--- config.mk ---
export PLATFORM = sky130hd
export DESIGN_NAME = tt_um_uabc_test2024
export DESIGN_NICKNAME = d
export VERILOG_FILES = /design/src/rtl/tt_um_uabc_test2024_pkg.sv /design/src/rtl/tt_um_uabc_test2024_seg7_decoder.sv /design/src/rtl/tt_um_uabc_test2024.sv
export SDC_FILE = /design/constraint.sdc
export NUM_CORES = 1
export LEC_CHECK = 0
export CORE_UTILIZATION = 45
export CTS_CLUSTER_DIAMETER = 200
export DETAILED_ROUTE_END_ITERATION = 8
export PLACE_DENSITY = 0.77
export RECOVER_POWER = 50
export SYNTH_ARGS = -nofsm -noshare
export SYNTH_HDL_FRONTEND = slang
export SYNTH_SLANG_ARGS = --single-unit
--- constraint.sdc ---
create_clock -name clk -period 2.58 [get_ports clk]
set_input_delay 0.516 -clock clk [delete_from_list [all_inputs] [get_ports clk]]
set_output_delay 0.516 -clock clk [all_outputs]
set_load 0.05 [all_outputs]
--- src/rtl/tt_um_uabc_test2024_pkg.sv ---
// -----------------------------------------------------------------------------
// tt_um_uabc_test2024_pkg
// Shared constants for the hex up/down counter with seven-segment output:
//   - bit positions of the control fields inside ui_in
//   - default prescale ratio (clk cycles per count tick in normal mode)
//   - width of the prescaler register
//   - 16-entry seven-segment table, segments a..g on bits 0..6, active-high
//   - count direction encoding
// -----------------------------------------------------------------------------
package tt_um_uabc_test2024_pkg;

    // Control field positions within ui_in
    localparam int UI_EN      = 0;   // count enable
    localparam int UI_DIR     = 1;   // 0 = up, 1 = down
    localparam int UI_LOAD    = 2;   // synchronous load strobe
    localparam int UI_FAST    = 3;   // tick every cycle
    localparam int UI_VAL_LSB = 4;   // load value occupies [7:4]

    // One tick per second with a 10 MHz clock
    localparam int unsigned PRESCALE_DEFAULT = 10_000_000;
    localparam int          PRESC_W          = 24;

    // Direction encoding of ui_in[UI_DIR]
    typedef enum logic {
        DIR_UP   = 1'b0,
        DIR_DOWN = 1'b1
    } dir_e;

    // Segment patterns, g..a on bits 6..0, indexed by hex digit.
    // Lower-case b and d keep them distinguishable from 8 and 0.
    localparam logic [15:0][6:0] SEG_TABLE = {
        7'h71,  // F
        7'h79,  // E
        7'h5E,  // d
        7'h39,  // C
        7'h7C,  // b
        7'h77,  // A
        7'h6F,  // 9
        7'h7F,  // 8
        7'h07,  // 7
        7'h7D,  // 6
        7'h6D,  // 5
        7'h66,  // 4
        7'h4F,  // 3
        7'h5B,  // 2
        7'h06,  // 1
        7'h3F   // 0
    };

    // Look up the segment pattern for one hex digit
    function automatic logic [6:0] seg_of(input logic [3:0] digit);
        return SEG_TABLE[digit];
    endfunction

endpackage : tt_um_uabc_test2024_pkg

--- src/rtl/tt_um_uabc_test2024_seg7_decoder.sv ---
// -----------------------------------------------------------------------------
// seg7_decoder
// Purely combinational hex-digit to seven-segment decoder.
// Ports:
//   digit_i [3:0]  hex digit to display
//   seg_o   [6:0]  segments a..g on bits 0..6, active-high
// -----------------------------------------------------------------------------
module seg7_decoder
    import tt_um_uabc_test2024_pkg::*;
(
    input  logic [3:0] digit_i,
    output logic [6:0] seg_o
);

    always_comb begin
        // NOTE: assigning a default first keeps every path driven, so no latch is inferred.
        seg_o = 7'h00;
        seg_o = seg_of(digit_i);
    end

endmodule : seg7_decoder

--- src/rtl/tt_um_uabc_test2024.sv ---
// -----------------------------------------------------------------------------
// tt_um_uabc_test2024
// 4-bit hex up/down counter shown on a seven-segment display. A prescaler
// divides clk down to a count tick (or ticks every cycle in fast mode); the
// decimal point toggles on every enabled tick as a heartbeat.
// Ports:
//   clk            system clock, all state on its rising edge
//   rst_n          synchronous reset, ACTIVE-HIGH despite the name (pin name kept)
//   ena            design-selected flag, ignored
//   ui_in   [7:0]  [0] enable, [1] direction, [2] load, [3] fast, [7:4] load value
//   uo_out  [7:0]  [6:0] segments a..g, [7] decimal point (heartbeat)
//   uio_in  [7:0]  unused
//   uio_out [7:0]  constant 0
//   uio_oe  [7:0]  constant 0 (bidirectional pins are inputs)
// -----------------------------------------------------------------------------
module tt_um_uabc_test2024
    import tt_um_uabc_test2024_pkg::*;
#(
    parameter int unsigned PRESCALE = PRESCALE_DEFAULT
) (
    input  logic       clk,
    input  logic       rst_n,
    input  logic       ena,
    input  logic [7:0] ui_in,
    output logic [7:0] uo_out,
    input  logic [7:0] uio_in,
    output logic [7:0] uio_out,
    output logic [7:0] uio_oe
);

    // Terminal prescaler value; PRESCALE may be 2^24, whose terminal count
    // still fits the 24-bit register.
    localparam logic [PRESC_W-1:0] PRESC_MAX = PRESC_W'(PRESCALE - 1);

    // Decoded control inputs
    logic       en;
    logic       load;
    logic       fast;
    dir_e       dir;
    logic [3:0] load_val;

    assign en       = ui_in[UI_EN];
    assign load     = ui_in[UI_LOAD];
    assign fast     = ui_in[UI_FAST];
    assign dir      = dir_e'(ui_in[UI_DIR]);
    assign load_val = ui_in[UI_VAL_LSB +: 4];

    // State
    logic [PRESC_W-1:0] presc_q, presc_d;
    logic [3:0]         count_q, count_d;
    logic               dp_q,    dp_d;
    logic               tick;

    // Fast mode ticks every cycle; otherwise tick on the terminal count
    assign tick = fast | (presc_q == PRESC_MAX);

    always_comb begin
        presc_d = presc_q;
        count_d = count_q;
        dp_d    = dp_q;

        // Prescaler: held at 0 in fast mode and cleared by a load, so a load
        // restarts a full prescale period.
        if (load || fast || tick) begin
            presc_d = '0;
        end else begin
            presc_d = presc_q + 1'b1;
        end

        // Count: load has priority over enable and tick
        if (load) begin
            count_d = load_val;
        end else if (tick && en) begin
            count_d = (dir == DIR_DOWN) ? count_q - 4'd1 : count_q + 4'd1;
        end

        // Heartbeat follows enabled ticks only and ignores load
        if (tick && en) begin
            dp_d = ~dp_q;
        end
    end

    always_ff @(posedge clk) begin
        // NOTE: non-blocking assignments here so all registers update from the same pre-edge values.
        if (rst_n) begin
            presc_q <= '0;
            count_q <= '0;
            dp_q    <= 1'b0;
        end else begin
            presc_q <= presc_d;
            count_q <= count_d;
            dp_q    <= dp_d;
        end
    end

    // Output wiring
    logic [6:0] seg;

    seg7_decoder u_seg7_decoder (
        .digit_i (count_q),
        .seg_o   (seg)
    );

    assign uo_out  = {dp_q, seg};
    assign uio_out = 8'h00;
    assign uio_oe  = 8'h00;

    // ena and uio_in are intentionally unused
    logic unused_inputs;
    assign unused_inputs = &{1'b0, ena, uio_in};

endmodule : tt_um_uabc_test2024

======== After elaboration in Yosys (flattened, before gate mapping) ========
Memory sizes are Yosys's and may differ from the RTL's. A register that Yosys moved wholly into a read port is not among the register bits.
Index checks and enable logic that the tools add are counted.
storage, ports and cells
  register bits after elaboration ......... 29
  bits in latches ......................... 0
  RAM bits ................................ 0
  bits in read-only memories .............. 112
  bits of input ports ..................... 19
  output and inout port bits .............. 24
  word-level logic and storage cells ...... 22
  memories ................................ 1
memory list
  name             words  width  read ports  clocked after Yosys merged registers in  write ports  RTL line                       text
  (no name shown)  16     7      1           1                                        0            tt_um_uabc_test2024_pkg.sv:52  return SEG_TABLE[digit];
cells by class
  add/subtract/negate cells ............... 3
  multipliers ............................. 0
  divide/modulo/power cells ............... 0
  order comparisons ....................... 1
  equality and inequality tests ........... 1
  shift-type cells ........................ 0
  mux-type cells .......................... 6
  bitwise gates (word level) .............. 2
  reductions and logical operators ........ 5
operators with widths
  operator                 count
  $add A24 B1 Y24 const B  1
  $eq A24 B24 Y1 const B   1
  $mux W4                  5
  $mux W7                  1
  $lt A4 B5 Y1 const B     1
  $add A4 B1 Y4 const B    1
  $sub A4 B1 Y4 const B    1
  $logic_or A1 B1 Y1       2
  $reduce_bool A2 Y1       1
  $reduce_or A2 Y1         1
  $logic_and A1 B1 Y1      1
  $not A1 Y1               1
  $or A1 B1 Y1             1

======== Depth between registers and ports, before layout ========
Gate-level depths: netlist of run 1.
  depth after elaboration ................. 7
  depth in mapped cells ................... 11

======== Hierarchy ========
From an unflattened synthesis of run 1, not the netlist that was laid out.
second synthesis, totals
  cell total of the unflattened synthesis .. 207
  area total of the unflattened synthesis .. 1,825.5 um^2
modules (own cells, without submodules)
  module               instances  cells an instance  area each (um^2)  sequential area each (um^2)
  tt_um_uabc_test2024  1          174                1,535.2           580.6
  seg7_decoder         1          33                 290.3             0.0

======== Worst setup path after synthesis of run 1 ========
OpenSTA, ideal clock, no wires.
  path kind ............................... input-to-reg
  from .................................... input port ui_in[0]
  to ...................................... register seg[5] (netlist name)
  setup time .............................. 0.115 ns
  data arrival time ....................... 2.578 ns
  required time ........................... 2.465 ns
  slack ................................... -0.113 ns
  stages .................................. 9
  buffers on the path ..................... 0
  cells stage by stage .................... or4b_1 > o31ai_4 > xor2_1 > nand2_1 > a21oi_1 > inv_1 > ha_1 > mux2_4 > o2bb2a_4
RTL lines
  item         RTL line                   text
  from (decl)  tt_um_uabc_test2024.sv:24  input logic [7:0] ui_in,

==> impl_metrics.toml, run 1 <==
[outcome]
status = "complete, no violations"

[logic_synthesis]
avgSynthCellArea_um2 = 8.83
ys_seq_elements = 36
yosysWarnings = 0
ys_async_sr_fraction = 0
yosysUniqueCellTypes = 45
ys.flop_type = "dfxtp_1"
ys_seq_area_frac = 0.363
synth_cells = 225
synth_edf_count = 0
synth_area_um2 = 1990

[timing]
worst_pin_slew_ns = 0.603
maxSlewHeadroom = 0.595
report.final.setup_viol = 0
holdWs_ns = 0.498
tns_ns = 0
post-route-period-util = 0.974
slew_violations = 0
hold_violations = 0
min_period_ns = 2.51
fmax_mhz = 398
fin_skew_ns = 0.00709
rsz0062_at_grt = "true"

[flow_run]
cap_violations = 0

[grt]
grt_pass1_wl_um = 6740
first_global_vias = 1615
grt_overflow = 0
antenna_found_initial = 0
grt_max_degree = 13
track_usage = 0.194

[pwr]
power_density_nw_per_um2 = 559
p_clk_frac = 0.347
p_sw_uw = 427
seq_power_share = 0.415
p_int_uw = 998
combPwrFrac = 0.238
peakVddDrop_mv = 0.464
leakagePower_uw = 0.00103
switching_share = 0.300

[final_layout]
multi_input_comb_area_um2 = 1190
seqCellArea_um2 = 723
fillers = 344
fin_nets = 307
drive_gt1_frac = 0.245
final_area_um2 = 2550
antenna_cells = 0
syn_to_final_growth_pct = 28.4

[min_path]
hold_path.class = "register to register"

[critical_path]
cp-end-kind = "register"
worstSetupStartpointType = "primary input"
arrival_ns = 2.71
worstPathRequired_ns = 2.78
critPathMaxFanout = 3
crit_type = "primary input to register"

[routing]
post_drt_wl_per_cell_um = 11.6
num_vias = 1633
routed_wl_um = 3810
drc = 0
drt_iter0_drc = 42
viasPerCell = 4.98
final_antenna_net_count = 0
firstDrtPassIters = 4

[die]
die_w_um = 68.4
rows = 23
die_h_um = 68.4
core_area_um2 = 4120
initial_core_util = 0.483
io_pins = 43
die_area_um2 = 4680

[placement]
post-dp-hpwl_um = 2980
place.gp.congestion = 0.788
dpl-instance-area_um2 = 2390
port_buffers = 17

[cts]
cts_hold_buffers = 0
clock-sinks = 36
h-tree-depth = 2
insertion_delay_ns = 0.29
root_buffer = "clkbuf_8"
clockBufferDepth = 2
cts_buffers = 5
cts_tree = "built"
clk_pin_slew_worst_paths_ns = 0.08
==> layer usage <==
layer / track usage / share of wire / wire, µm / vias to the layer above
met5: 0 / 0 / 0 / -
met4: 0.0938 / 0.022 / 85 / 0
met3: 0.0483 / 0.034 / 131 / 8
met2: 0.347 / 0.52 / 1990 / 32
met1: 0.210 / 0.42 / 1610 / 750
li1: - / - / - / 843
==> final cells by class <==
cell class / count / share of cell area
multi-input combinational: 173 / 0.465
sequential: 36 / 0.284
timing repair buffer: 51 / 0.168
clock buffer: 5 / 0.0270
tap: 50 / 0.0245
clock inverter: 3 / 0.0167
inverter: 10 / 0.0147
==> stage by stage <==
| step | setup slack, ns | util | total power [µW] | std cells |
|---|---|---|---|---|
| 6_report | 0.0681 | 0.619 | 1420 | 328 |
| 5_1_grt | -0.0225 | 0.619 | 1490 | 328 |
| 4_1_cts | -0.0115 | 0.612 | 1430 | 327 |
| 3_5_place_dp | -0.498 | 0.580 | 933 | 318 |
| 3_3_place_gp | -0.481 | 0.580 | 927 | 318 |
| 2_1_floorplan | -0.0178 | - | 843 | 240 |
==> kinds of logic after synthesis <==
family                   after synthesis  synth area share
AND/OR/NAND/NOR                       85             0.217
buffers and inverters                 31            0.0914
AO/OA/AOI/OAI                         33             0.121
other                                  1           0.00189
XOR/XNOR                              20            0.0882
multiplexers                           8            0.0441
flip-flops                            36             0.363
adder cells (fa/ha/maj)               11            0.0731
==> cells in the mapped netlist (6+ instances only) <==
cell,instances,area (µm²)
buf_4,17,128
o21ai_0,6,30.0
a21oi_1,14,70.1
nor2_1,27,101
inv_1,9,33.8
dfxtp_1,36,721
or3_1,6,37.5
nand2_1,18,67.6
ha_1,10,125
xor2_1,15,131
nand3_1,9,45.0
==> critical path: stages <==
cell and delay, ns:
clkdlybuf4s15_1 0.19, or4b_4 0.48, o31ai_4 0.33, xor2_1 0.20, nand2_1 0.10, a21oi_2 0.19, inv_1 0.09, ha_2 0.17
mux2_4 0.25, o2bb2a_4 0.19
==> flip-flops by register name, indices dropped and copies added (netlist names) <==
signal	cells
dp_q	1
count_q	4
presc_q	24
seg	7
==> placed cells by master, fill, tap and decap left out, drive strengths merged, types with 10 or more instances in the layout <==
cell type      count
a21oi             14
conb              16
inv               10
buf               34
xor2              15
nand2             18
ha                10
nor2              27
dfxtp             36
clkdlybuf4s50     15
==> repair_timing <==
| item | CTS | global route |
|---|---|---|
| buffers inserted | 1 | 1 |
| cloned | 0 | 0 |
| pin swaps | 3 | 5 |
| resized for setup | 6 | 7 |
| endpoints found under the setup margin | 7 | 7 |
==> final timing paths <==
check | cells after the start | endpoint | start | slack [ns]
setup / recovery | 10 | seg[5] | ui_in[0] | 0.07
hold / removal | 2 | presc_q[23] | presc_q[23] | 0.50
setup reg to reg | 9 | seg[5] | presc_q[14] | 0.09
hold reg to reg | 2 | presc_q[23] | presc_q[23] | 0.50
==> power by group through the flow <==
stage          combinational (µW)  sequential (µW)  clock, µW
2_1_floorplan                 184              659          0
3_3_place_gp                  324              603          0
3_5_place_dp                  329              604          0
4_1_cts                       334              591        509
5_1_grt                       363              594        533
6_report                      339              591        495
No activity file was read; power rests on OpenSTA's default activity.
==> run 2, diff against run 1 <==
--- a/config.mk
+++ b/config.mk
@@ -5,6 +5,7 @@
 export SDC_FILE = /design/constraint.sdc
 export NUM_CORES = 1
 export LEC_CHECK = 0
+export ABC_AREA = 0
 export CORE_UTILIZATION = 45
 export CTS_CLUSTER_DIAMETER = 200
 export DETAILED_ROUTE_END_ITERATION = 8
==> results of run 2 <==
The final DEF is identical to that of run 1; final timing and power are the same.
==> run 3, diff against run 2 <==
--- a/config.mk
+++ b/config.mk
@@ -8,6 +8,7 @@
 export ABC_AREA = 0
 export CORE_UTILIZATION = 45
 export CTS_CLUSTER_DIAMETER = 200
+export CTS_CLUSTER_SIZE = 20
 export DETAILED_ROUTE_END_ITERATION = 8
 export PLACE_DENSITY = 0.77
 export RECOVER_POWER = 50
==> results of run 3 <==
The final DEF is identical to that of run 1; final timing and power are the same.
